File: src/rtl/operand_fetch.sv
// Operand fetch / ID-EX boundary for a 5-stage pipeline.
// Selects the A/B operands for the instruction in ID from the register file
// or one of the EX/MEM/WB bypass paths. It detects hazards that need a stall
// and registers the accepted instruction into the EX stage.
module operand_fetch #(
   parameter int FWD_EN = 1
) (
   input  logic        clk,
   input  logic        clrn,
   input  logic        id_valid,
   input  logic        id_wreg,
   input  logic        id_load,
   input  logic [4:0]  id_rs,
   input  logic [4:0]  id_rt,
   input  logic [4:0]  id_dst,
   input  logic        flush,
   output logic [4:0]  rna,
   output logic [4:0]  rnb,
   input  logic [31:0] qa,
   input  logic [31:0] qb,
   input  logic [31:0] ex_res,
   input  logic [31:0] mem_res,
   input  logic [31:0] wb_d,
   input  logic [4:0]  wb_wn,
   input  logic        wb_we,
   output logic        stall,
   output logic        ex_valid,
   output logic        ex_wreg,
   output logic        ex_load,
   output logic [4:0]  ex_dst,
   output logic [31:0] ex_a,
   output logic [31:0] ex_b
);

   localparam bit fwd = (FWD_EN != 0);

   typedef struct packed {
      logic       valid;
      logic       wreg;
      logic       load;
      logic [4:0] dst;
   } tag_t;

   tag_t            ex_reg, ex_next, mem_reg;
   logic [31:0]     ex_a_reg, ex_a_next, ex_b_reg, ex_b_next;
   logic [1:0][4:0]  src;
   logic [1:0][31:0] rf_q;
   logic [1:0][31:0] opnd;
   logic [1:0]       haz;
   logic             accept;

   // The MEM load flag is carried for completeness but no selection needs it.
   logic unused_mem_load;
   assign unused_mem_load = mem_reg.load;

   // Register-file read addresses come straight from the ID source fields.
   assign rna = id_rs;
   assign rnb = id_rt;

   // Index 0 is source A (rs/qa), index 1 is source B (rt/qb).
   assign src  = {id_rt, id_rs};
   assign rf_q = {qb, qa};

   // Per-source match, operand selection and hazard detection.
   genvar gi;
   generate
      for (gi = 0; gi < 2; gi++) begin : g_src
         logic nz, ex_hit, mem_hit, wb_hit;
         assign nz      = (src[gi] != 5'd0);
         assign ex_hit  = nz && ex_reg.valid && ex_reg.wreg && (ex_reg.dst == src[gi]);
         assign mem_hit = nz && mem_reg.valid && mem_reg.wreg && (mem_reg.dst == src[gi]);
         assign wb_hit  = nz && wb_we && (wb_wn == src[gi]);
         // Youngest producer wins; a load in EX has no data yet.
         assign opnd[gi] = !nz                             ? 32'd0   :
                           (fwd && ex_hit && !ex_reg.load) ? ex_res  :
                           (fwd && mem_hit)                ? mem_res :
                           wb_hit                          ? wb_d    :
                                                             rf_q[gi];
         // With forwarding only load-use stalls; without it any EX/MEM producer does.
         assign haz[gi] = fwd ? (ex_hit && ex_reg.load) : (ex_hit || mem_hit);
      end
   endgenerate

   // A flushed or absent ID instruction never stalls.
   assign stall  = id_valid && !flush && (|haz);
   assign accept = id_valid && !flush && !stall;

   // Next EX stage: accepted instruction, or a bubble that keeps dst/data.
   always_comb begin
      ex_next       = ex_reg;
      ex_next.valid = 1'b0;
      ex_next.wreg  = 1'b0;
      ex_next.load  = 1'b0;
      ex_a_next     = ex_a_reg;
      ex_b_next     = ex_b_reg;
      if (accept) begin
         ex_next   = '{valid: 1'b1, wreg: id_wreg, load: id_load, dst: id_dst};
         ex_a_next = opnd[0];
         ex_b_next = opnd[1];
      end
   end

   // EX/MEM stage registers; MEM always follows EX.
   always_ff @(posedge clk or negedge clrn) begin
      if (!clrn) begin
         ex_reg   <= '0;
         mem_reg  <= '0;
         ex_a_reg <= '0;
         ex_b_reg <= '0;
      end else begin
         ex_reg   <= ex_next;
         mem_reg  <= ex_reg;
         ex_a_reg <= ex_a_next;
         ex_b_reg <= ex_b_next;
      end
   end

   assign ex_valid = ex_reg.valid;
   assign ex_wreg  = ex_reg.wreg;
   assign ex_load  = ex_reg.load;
   assign ex_dst   = ex_reg.dst;
   assign ex_a     = ex_a_reg;
   assign ex_b     = ex_b_reg;

endmodule

File: config.mk
export PLATFORM = sky130hd
export DESIGN_NAME = operand_fetch
export DESIGN_NICKNAME = d
export VERILOG_FILES = /design/src/rtl/operand_fetch.sv
export SDC_FILE = /design/constraint.sdc
export NUM_CORES = 1
export LEC_CHECK = 0
export CELL_PAD_IN_SITES_DETAIL_PLACEMENT = 0
export CELL_PAD_IN_SITES_GLOBAL_PLACEMENT = 1
export CORE_UTILIZATION = 27
export CTS_CLUSTER_SIZE = 20
export DETAILED_ROUTE_END_ITERATION = 10
export PLACE_DENSITY_LB_ADDON = 0.1
export SYNTH_ARGS = -nofsm -noshare
export SYNTH_HDL_FRONTEND = slang
export SYNTH_SLANG_ARGS = --single-unit
File: constraint.sdc
create_clock -name clk -period 2.5 [get_ports clk]
set_clock_uncertainty 0.2 [all_clocks]
set_input_delay 0.5 -clock clk [delete_from_list [all_inputs] [get_ports clk]]
set_output_delay 0.5 -clock clk [all_outputs]
set_load 0.02 [all_outputs]
# Word-level counts from Yosys, hierarchy flattened
# Index checks and enable logic that the tools add are counted.
# W data, S select, Z words.
[op_classes] eq_ne=6 n_reduce_logical=29 muxes=9
[ops] op="$mux W32" n=8
[ops] op="$eq A5 B5 Y1" n=6
[ops] op="$logic_and A1 B1 Y1" n=23
[ops] op="$reduce_bool A5 Y1" n=2
[ops] op="$mux W8" n=1
[ops] op="$logic_not A1 Y1" n=3
[ops] op="$reduce_or A2 Y1" n=1
[word_totals] ff_bits=79 output_inout_bits=83 input_bits=187 wordCells=53

# Logic depth before layout (Yosys ltp)
# Gate-level depths: netlist of the first run.
[depth] word_depth=10 ltp_mapped=9 ltp_nobuf=7

# Worst setup path before layout of the first run
# Ideal clock, no wire load.
[synth_path] kind="register to output" from="reg ex_reg (netlist bit ex_dst[2])" to="out stall" t_required_ps=1800 stages_incl_launch_ff=6 setup_slack_ps=-121 arrival_time_ps=1921 path_buffers=0 cell_sequence="dfrtp_1 -> xor2_1 -> or4_1 -> nor3_1 -> o21ai_2 -> nor2_1"
[synth_between] elab_chain_len=5 elab_cells_between_ends=8 classes_between="eq/ne: 2; reduce/logical: 6"
[synth_lines] element="start, declared" line="44" text="tag_t ex_reg, ex_next, mem_reg;"
[synth_lines] element="start signal, assigned" line="111" text="ex_reg <= ex_next;"
[synth_lines] element="$eq A5 B5 Y1" line="70" text="assign ex_hit = nz && ex_reg.valid && ex_reg.wreg && (ex_reg.dst == src[gi]);"
[synth_lines] element="$logic_and A1 B1 Y1" line="70"
[synth_lines] element="$logic_and A1 B1 Y1" line="80" text="assign haz[gi] = fwd ? (ex_hit && ex_reg.load) : (ex_hit || mem_hit);"
[synth_lines] element="$reduce_or A2 Y1 (*)" line="85" text="assign stall = id_valid && !flush && (|haz);"
[synth_lines] element="$logic_and A1 B1 Y1 (*)" line="85"
[synth_lines] element="end, declared" line="26" text="output logic stall,"
# Mark *: on every way between the ends. The rest lies on a longest branch, timed or not.

# Final worst setup path of the first run
[layout_path] from="reg ex_reg (netlist bit ex_dst[0])" to="out stall"
# The elaborated chain is that of the path after synthesis.

==> run summary, run 1 <==
The maximum number of pins on one net before global-route repair is 41. Setup violations remaining at the end of the flow were counted as 59. The count of filler cells inserted in the layout is 1771. In the layout the commonest cells are 253 x sky130_fd_sc_hd__clkdlybuf4s50_1, 78 x sky130_fd_sc_hd__dfrtp_1, 75 x sky130_fd_sc_hd__buf_4. The cell chosen for the clock root is sky130_fd_sc_hd__clkbuf_16.

The number of global-route vias before repair is 6371. The fraction of registers with async set or reset after synthesis is 100%. The number of slew-limit violations in the final report came out at 0. Summed over its instances, the top area cell type makes up 36.5% of the synthesized netlist area. A synthesized cell averages 9.86 µm². The number of antenna violations at the first check in global routing is 0. The startpoint identified for the worst register-to-register timing path is ex_dst[0]. Leaving out fill and tap cells, the most frequent cell in the layout is sky130_fd_sc_hd__clkdlybuf4s50_1. The number of register bits inferred by synthesis came out at 79. The H-tree was split into 3 levels.

The beginning of the critical path is ex_dst[0]. The count of unresolved DRC violations after routing came out at 0. The number of clock sinks came out at 79. The number of optimization iterations in the first detailed-route pass came out at 5. The starting DRC count in detailed routing came out at 329. The floorplan has 51 rows. The worst setup path is launched from a register. Setup slack on the critical path of the routed design comes to -0.196 ns. The synthesized area came out at 5420 µm². The reported leakage power came out at 0.00445 µW. The synthesis-to-layout area growth is 90.2%. The area occupied by registers is 1980 µm². The insertion delay to the later sink of the worst-skew pair is 0.35 ns. The count of cells along the worst hold path is 1. Counting every instance in the synthesized netlist gives 550. The sum of net half-perimeters after detailed placement came out at 17500 µm. The path class of the tightest hold or removal check is reg2reg. After detailed routing, the average wire length per cell comes to 22.4 µm. The full die area came out at 20600 µm². The maximum fanout along the worst path is 4. The count of nets left with antenna violations once routing finished came out at 0. The slew of the pin with the lowest slew margin came out at 0.597 ns.

The commonest register cell after synthesis is sky130_fd_sc_hd__dfrtp_1. In this run, CTS created clock tree buffers numbering 9. The final reports fail on negative setup slack.

The effective utilization at floorplan is 27.7%. The routed design has 26100 µm of wire. Yosys printed 0 warnings. At the end of routability-driven placement, the weighted congestion stood at 0.856. The total power per unit cell area is 467 nW/µm².

The signal arrival time at the worst endpoint came out at 2.00 ns. The register area share after synthesis came out at 36.5%. The endpoint identified for the worst register-to-register timing path is ex_b[11]. The worst supply voltage drop on vdd came out at 0.342 mV.

The core region is 19600 µm². Synthesis instantiated 43 different standard cells from the library. The worst-case hold slack came out at 0.311 ns.

sky130_fd_sc_hd__dfrtp_1 takes more of the synthesized area than any other cell. The number of failing hold endpoints at the final stage is 0. The die is 144 µm wide. Setup repair after global routing could not meet its margin everywhere. The final antenna diode count came out at 0.

The vertical die dimension is 144 µm. TritonCTS built the clock tree. The depth of the worst register-to-register path is 9.

The clock edge transition at the registers on the reported setup and hold paths is 0.06 ns. In the final layout, the share of cells above drive strength 1 is 24.3%. The endpoint required time on the critical path came out at 1.80 ns. The startpoint identified for the worst hold timing path is ex_b[9]. STA classifies the critical path endpoint as a primary output. The max-capacitance violation count came out at 0.

The number of enable-type register cells in the synthesized netlist came out at 0. The path with the worst hold slack has its endpoint at ex_b[9]. The run finished, with violations left.

The global-route wire length before repair is 37100 µm. When the netlist entered floorplanning its net count stood at 737. In this run the deepest clock path goes through 2 buffers.

The maximum achievable frequency is 371 MHz. After the last flow step, the layout net total stands at 1079. In this run the count of I/O pins placed on the die edge is 270.

The headroom to the max-slew limit is 60.2%. The multi-input logic area came out at 3450 µm². The total routing usage reported by global routing came out at 24.1%. In the post-synthesis netlist, the biggest area contributors are sky130_fd_sc_hd__dfrtp_1 36%, sky130_fd_sc_hd__a221o_1 11%, sky130_fd_sc_hd__a221oi_2 8.3%. The start-to-end type of the worst setup path is reg2out.

The total via count in the routed design is 6137. The utilization of the core after routing came out at 52.6%. Across all register-to-register paths, the minimum setup slack is -0.13 ns. The count of buffers added on input and output ports is 269. The final global-route overflow total came out at 0. The post-layout total power is 4820 µW. In the routed layout, each cell is associated on average with a via count of 5.28. The final cycle utilization of the critical path came out at 108%. The time the worst path needs with I/O delays and setup is 2.70 ns.
[synth_stat cells, drive strengths merged (7+ instances only)]
cell type  instances
a32oi             30
a221o             61
nor2b             31
nor2              40
mux2               7
xnor2             19
a221oi            30
and3              31
mux2i             32
xor2              11
nand2             75
buf               27
nor3               7
clkbuf            34
dfrtp             79
[what timing repair did]
item | 4_1_cts | 5_1_grt
buffers inserted | 14 | 13
endpoints found under the hold margin | 39 | 0
hold buffers | 1 | 0
gates cloned | 8 | 7
endpoints found under the setup margin | 76 | 70
pin swaps | 13 | 28
gates resized for setup | 61 | 55
[cell type report]
type                            count  share of cell area, %
Multi-Input combinational cell    407                   33.5
Clock buffer                       13                   2.52
Tap cell                          265                   3.22
Timing Repair Buffer              392                   40.8
Clock inverter                      3                  0.631
Sequential cell                    79                   19.2
Inverter                            3                  0.182
[metrics by stage]
stage	cell area, µm²	cells	setup TNS (ns)	worst slack [ns]
after floorplan	5440	550	-0.510	-0.0286
after global placement	9080	1110	-55.21	-1.10
after detailed placement	9080	1110	-58.15	-1.05
after CTS	9910	1147	-10.08	-0.225
after global routing	10300	1162	-8.33	-0.266
final	10300	1162	-3.21	-0.196
[power breakdown]
part	internal [µW]	leakage (µW)	switching, µW
Combinational	994	0.00332	773
Clock	930	0.000160	560
Sequential	1450	0.000977	114
[worst max path at each step]
stage / to / slack, ns
2_1_floorplan: ex_a[20] / -0.03
4_1_cts: stall / -0.22
5_1_grt: stall / -0.27
3_5_place_dp: stall / -1.05
3_3_place_gp: stall / -1.10
6_report: stall / -0.20
[critical path: stages, from the launching register on]
cell	delay, ns
sky130_fd_sc_hd__dfrtp_1	0.40
sky130_fd_sc_hd__xor2_1	0.16
sky130_fd_sc_hd__or4_4	0.53
sky130_fd_sc_hd__nor3_4	0.22
sky130_fd_sc_hd__o21ai_4	0.12
sky130_fd_sc_hd__nor2_4	0.10
sky130_fd_sc_hd__buf_6	0.12
[cells by family (layout without fill, tap and decap cells)]
| kind of cell | Yosys count | in the layout | share of synthesized area, % |
|---|---|---|---|
| and+or+nand+nor | 201 | 201 | 18.5 |
| buffers and inverters | 64 | 411 | 6.05 |
| DFF | 79 | 79 | 36.5 |
| AOI/OAI and AO/OA | 137 | 137 | 26.8 |
| muxes | 39 | 39 | 7.36 |
| xor gates and xnor gates | 30 | 30 | 4.85 |
[metal layers]
layer,part of all wire [%],track usage (%)
met3,6.5,4.40
met5,0,0
met1,43,30.3
met4,1.6,9.07
met2,49,41.0
Note: power is estimated with default switching activity, not from simulation.
==> inputs of run 2 (changes only) <==
CORE_MARGIN = 2   (was not set)
==> run 2 against run 1 <==
Effect of this change:
- the flow still finishes with violations (negative setup slack)
- final cell count about the same
- setup slack better by 0.023 ns
- first-iteration DRC count is 3.6% higher
- sequential power about the same
- register-to-register slack is essentially flat
- worst hold slack worse by 0.0045 ns
- core utilization barely moved
- clock power is essentially flat
- routed wire length shrank 1.5%
- cell area barely moved
- sequential share of layout area about the same
- critical endpoint unchanged
==> run summary, run 2 (synthesis results as in run 1) <==
The insertion delay to the later sink of the worst-skew pair came out at 0.34 ns (was 0.35 ns). The start-to-end type of the worst setup path is reg2out (unchanged). The core region area is 19600 µm² (unchanged). The headroom to the max-slew limit came to 58.5% (was 60.2%). The setup TNS after final layout is -7.20 ns (was -3.21 ns). The count of filler cells inserted in the layout came out at 1745 (was 1771).

The clock edge transition at the registers on the reported setup and hold paths is 0.07 ns (was 0.06 ns). The count of unresolved DRC violations after routing is 0 (unchanged). The buffer depth of the longest clock path came out at 2 (unchanged). The global-route wire length before repair was 39700 µm (was 37100 µm). The count of boundary I/O pins is 270 (unchanged). The signal arrival time at the worst endpoint came to 1.97 ns (was 2.00 ns). Violations in the final reports: negative setup slack (unchanged).

The post-layout worst setup margin is -0.174 ns (was -0.196 ns). Most frequent cells in the layout: 253 x sky130_fd_sc_hd__clkdlybuf4s50_1, 78 x sky130_fd_sc_hd__dfrtp_1, 78 x sky130_fd_sc_hd__buf_4 (was 253 x sky130_fd_sc_hd__clkdlybuf4s50_1, 78 x sky130_fd_sc_hd__dfrtp_1, 75 x sky130_fd_sc_hd__buf_4). The total power per unit cell area is 467 nW/µm² (about the same). The slew of the pin with the lowest slew margin is 0.623 ns (was 0.597 ns). The number of failing hold endpoints at the final stage came to 0 (unchanged). The number of buffers and inverters on the critical path was 1 (unchanged).

The number of antenna violations at the first check in global routing is 0 (unchanged). The worst min-delay path class was reg2reg (unchanged). The kind of start point of the critical path is a register (unchanged).

The synthesis-to-layout area growth was 90.1% (was 90.2%). The endpoint required time on the critical path is 1.80 ns (about the same). The number of port buffers was 269 (unchanged). The count of standard-cell rows is 51 (unchanged).

The area occupied by registers came out at 1980 µm² (unchanged). The number of vias per cell is 5.23 (was 5.28). The maximum fanout along the worst path is 2 (was 4).

Cell Chain, Critical Path: xor2_1 -> or4_4 -> nor3_4 -> o21ai_4 -> nor2_4 -> buf_6 (unchanged). The final setup violation count came out at 62 (was 59). The post-layout net count came out at 1080 (was 1079). The number of nets with antenna violations after routing is 0 (unchanged). The average wire per standard cell is 22.1 µm (was 22.4 µm). The number of optimization iterations in the first detailed-route pass is 5 (unchanged). The TritonCTS clock tree is built (unchanged). The number of clock sinks came out at 79 (unchanged). The max-capacitance violation count came to 0 (unchanged).

The number of slew-limit violations in the final report was 0 (unchanged). The final global-route overflow total came out at 0 (unchanged). The endpoint type of the worst setup path is a primary output (unchanged). The CTS H-tree depth came out at 3 (unchanged).

The number of global-route vias before repair is 6871 (was 6371). The post-layout total power was 4820 µW (about the same). The full die area is 21200 µm² (was 20600 µm²). The share of post-route cells with drive strength above 1 was 25.3% (was 24.3%). The longest individual stage delay on the worst path came out at 0.54 ns (was 0.53 ns). The maximum number of pins on one net before global-route repair came out at 44 (was 41).

The final cycle utilization of the critical path is 107% (was 108%). The placer congestion estimate is 0.869 (was 0.856). The sum of net half-perimeters after detailed placement was 17600 µm (was 17500 µm). The number of CTS-inserted buffers came out at 9 (unchanged). The cell chosen for the clock root is sky130_fd_sc_hd__clkbuf_16 (unchanged). The vertical die dimension was 146 µm (was 144 µm). The category of cells accounting for the largest share of critical-path delay was simple AND/OR/NAND/NOR gates (unchanged). The time the worst path needs with I/O delays and setup was 2.67 ns (was 2.70 ns).

The total length of routed wires came to 25700 µm (was 26100 µm). The final antenna diode count came out at 0 (unchanged). The starting DRC count in detailed routing came out at 341 (was 329). The maximum achievable frequency is 374 MHz (was 371 MHz). The effective utilization at floorplan came out at 27.7% (unchanged). The cell with the biggest individual delay on the critical path was sky130_fd_sc_hd__or4_4 (unchanged). The chip width came out at 146 µm (was 144 µm). The worst supply voltage drop on vdd is 0.296 mV (was 0.342 mV). The total via count in the routed design is 6085 (was 6137). The total routing usage reported by global routing came to 24.0% (was 24.1%). Run status: finished with violations (unchanged). The most frequent standard cell in the layout excluding fill and tap cells is sky130_fd_sc_hd__clkdlybuf4s50_1 (unchanged). The multi-input logic area came out at 3460 µm² (was 3450 µm²). Unrepaired setup endpoints after global routing: true (unchanged). The reported leakage power is 0.00435 µW (was 0.00445 µW).
run 2: cell types whose count changed in the layout (fill, tap and decap cells not counted), moves of 6 or more:
cell / previous run / this run
sky130_fd_sc_hd__mux2i_2: 1 / 8
sky130_fd_sc_hd__clkbuf_16: 16 / 10
sky130_fd_sc_hd__mux2i_4: 3 / 10
sky130_fd_sc_hd__a221oi_2: 21 / 27
sky130_fd_sc_hd__a221oi_4: 9 / 3
sky130_fd_sc_hd__mux2i_1: 28 / 14
run 2: timing repair:
item,CTS,global route
resized for setup,105,10
setup buffers,22,7
endpoints found under the setup margin,74,70
pin swaps,24,6
cloned,12,1
endpoints found under the hold margin,32,0
hold buffers,1,0
run 2: where the power goes:
| part | internal, µW | total, µW | switching (µW) |
|---|---|---|---|
| combinational | 979 | 1740 | 765 |
| sequential | 1450 | 1560 | 113 |
| clock | 985 | 1520 | 531 |
run 2: area by class of cell:
cell class                      count  area share [%]
Clock inverter                      2           0.583
Sequential cell                    79            19.2
Timing Repair Buffer              393            40.6
Tap cell                          265            3.22
Multi-Input combinational cell    407            33.6
Inverter                            3           0.134
Clock buffer                       14            2.76
run 2: metal layers:
layer | vias up | routed length (µm) | GRT usage, %
met5 | - | 0 | 0
met4 | 0 | 539 | 8.38
met3 | 41 | 1540 | 4.64
met2 | 250 | 12600 | 41.0
met1 | 2992 | 11000 | 30.3
li1 | 2802 | - | -
run 2: worst reg2reg max path: stages, from the launching register on:
cell,delay [ns]
sky130_fd_sc_hd__dfrtp_1,0.40
sky130_fd_sc_hd__xor2_1,0.16
sky130_fd_sc_hd__or4_4,0.54
sky130_fd_sc_hd__buf_4,0.16
sky130_fd_sc_hd__nor2_4,0.11
sky130_fd_sc_hd__buf_6,0.12
sky130_fd_sc_hd__a311oi_4,0.10
sky130_fd_sc_hd__buf_4,0.17
sky130_fd_sc_hd__bufbuf_16,0.27
sky130_fd_sc_hd__a221o_1,0.29
run 2: worst paths after layout:
| path | from | endpoint | slack [ns] | cells after the start |
|---|---|---|---|---|
| setup / recovery | ex_dst[0] | stall | -0.17 | 6 |
| hold / removal | ex_a[30] | ex_a[30] | 0.31 | 1 |
| setup reg to reg | ex_dst[0] | ex_b[11] | -0.13 | 9 |
| hold reg to reg | ex_a[30] | ex_a[30] | 0.31 | 1 |
| max in group asynchronous | clrn | ex_load | 0.91 | 3 |
| min in group asynchronous | clrn | ex_b[26] | 0.51 | 2 |
run 2: stage by stage:
step,utilization [%],area [µm²],hold WS [ns],setup WS [ns],instances
after detailed placement,46.5,9100,0.293,-1.01,1110
final,52.6,10300,0.306,-0.174,1163
after floorplan,-,5440,0.00441,-0.0286,550
after global placement,46.5,9100,0.285,-1.04,1110
after CTS,52.4,10300,0.312,-0.168,1159
after global routing,52.6,10300,0.330,-0.238,1163
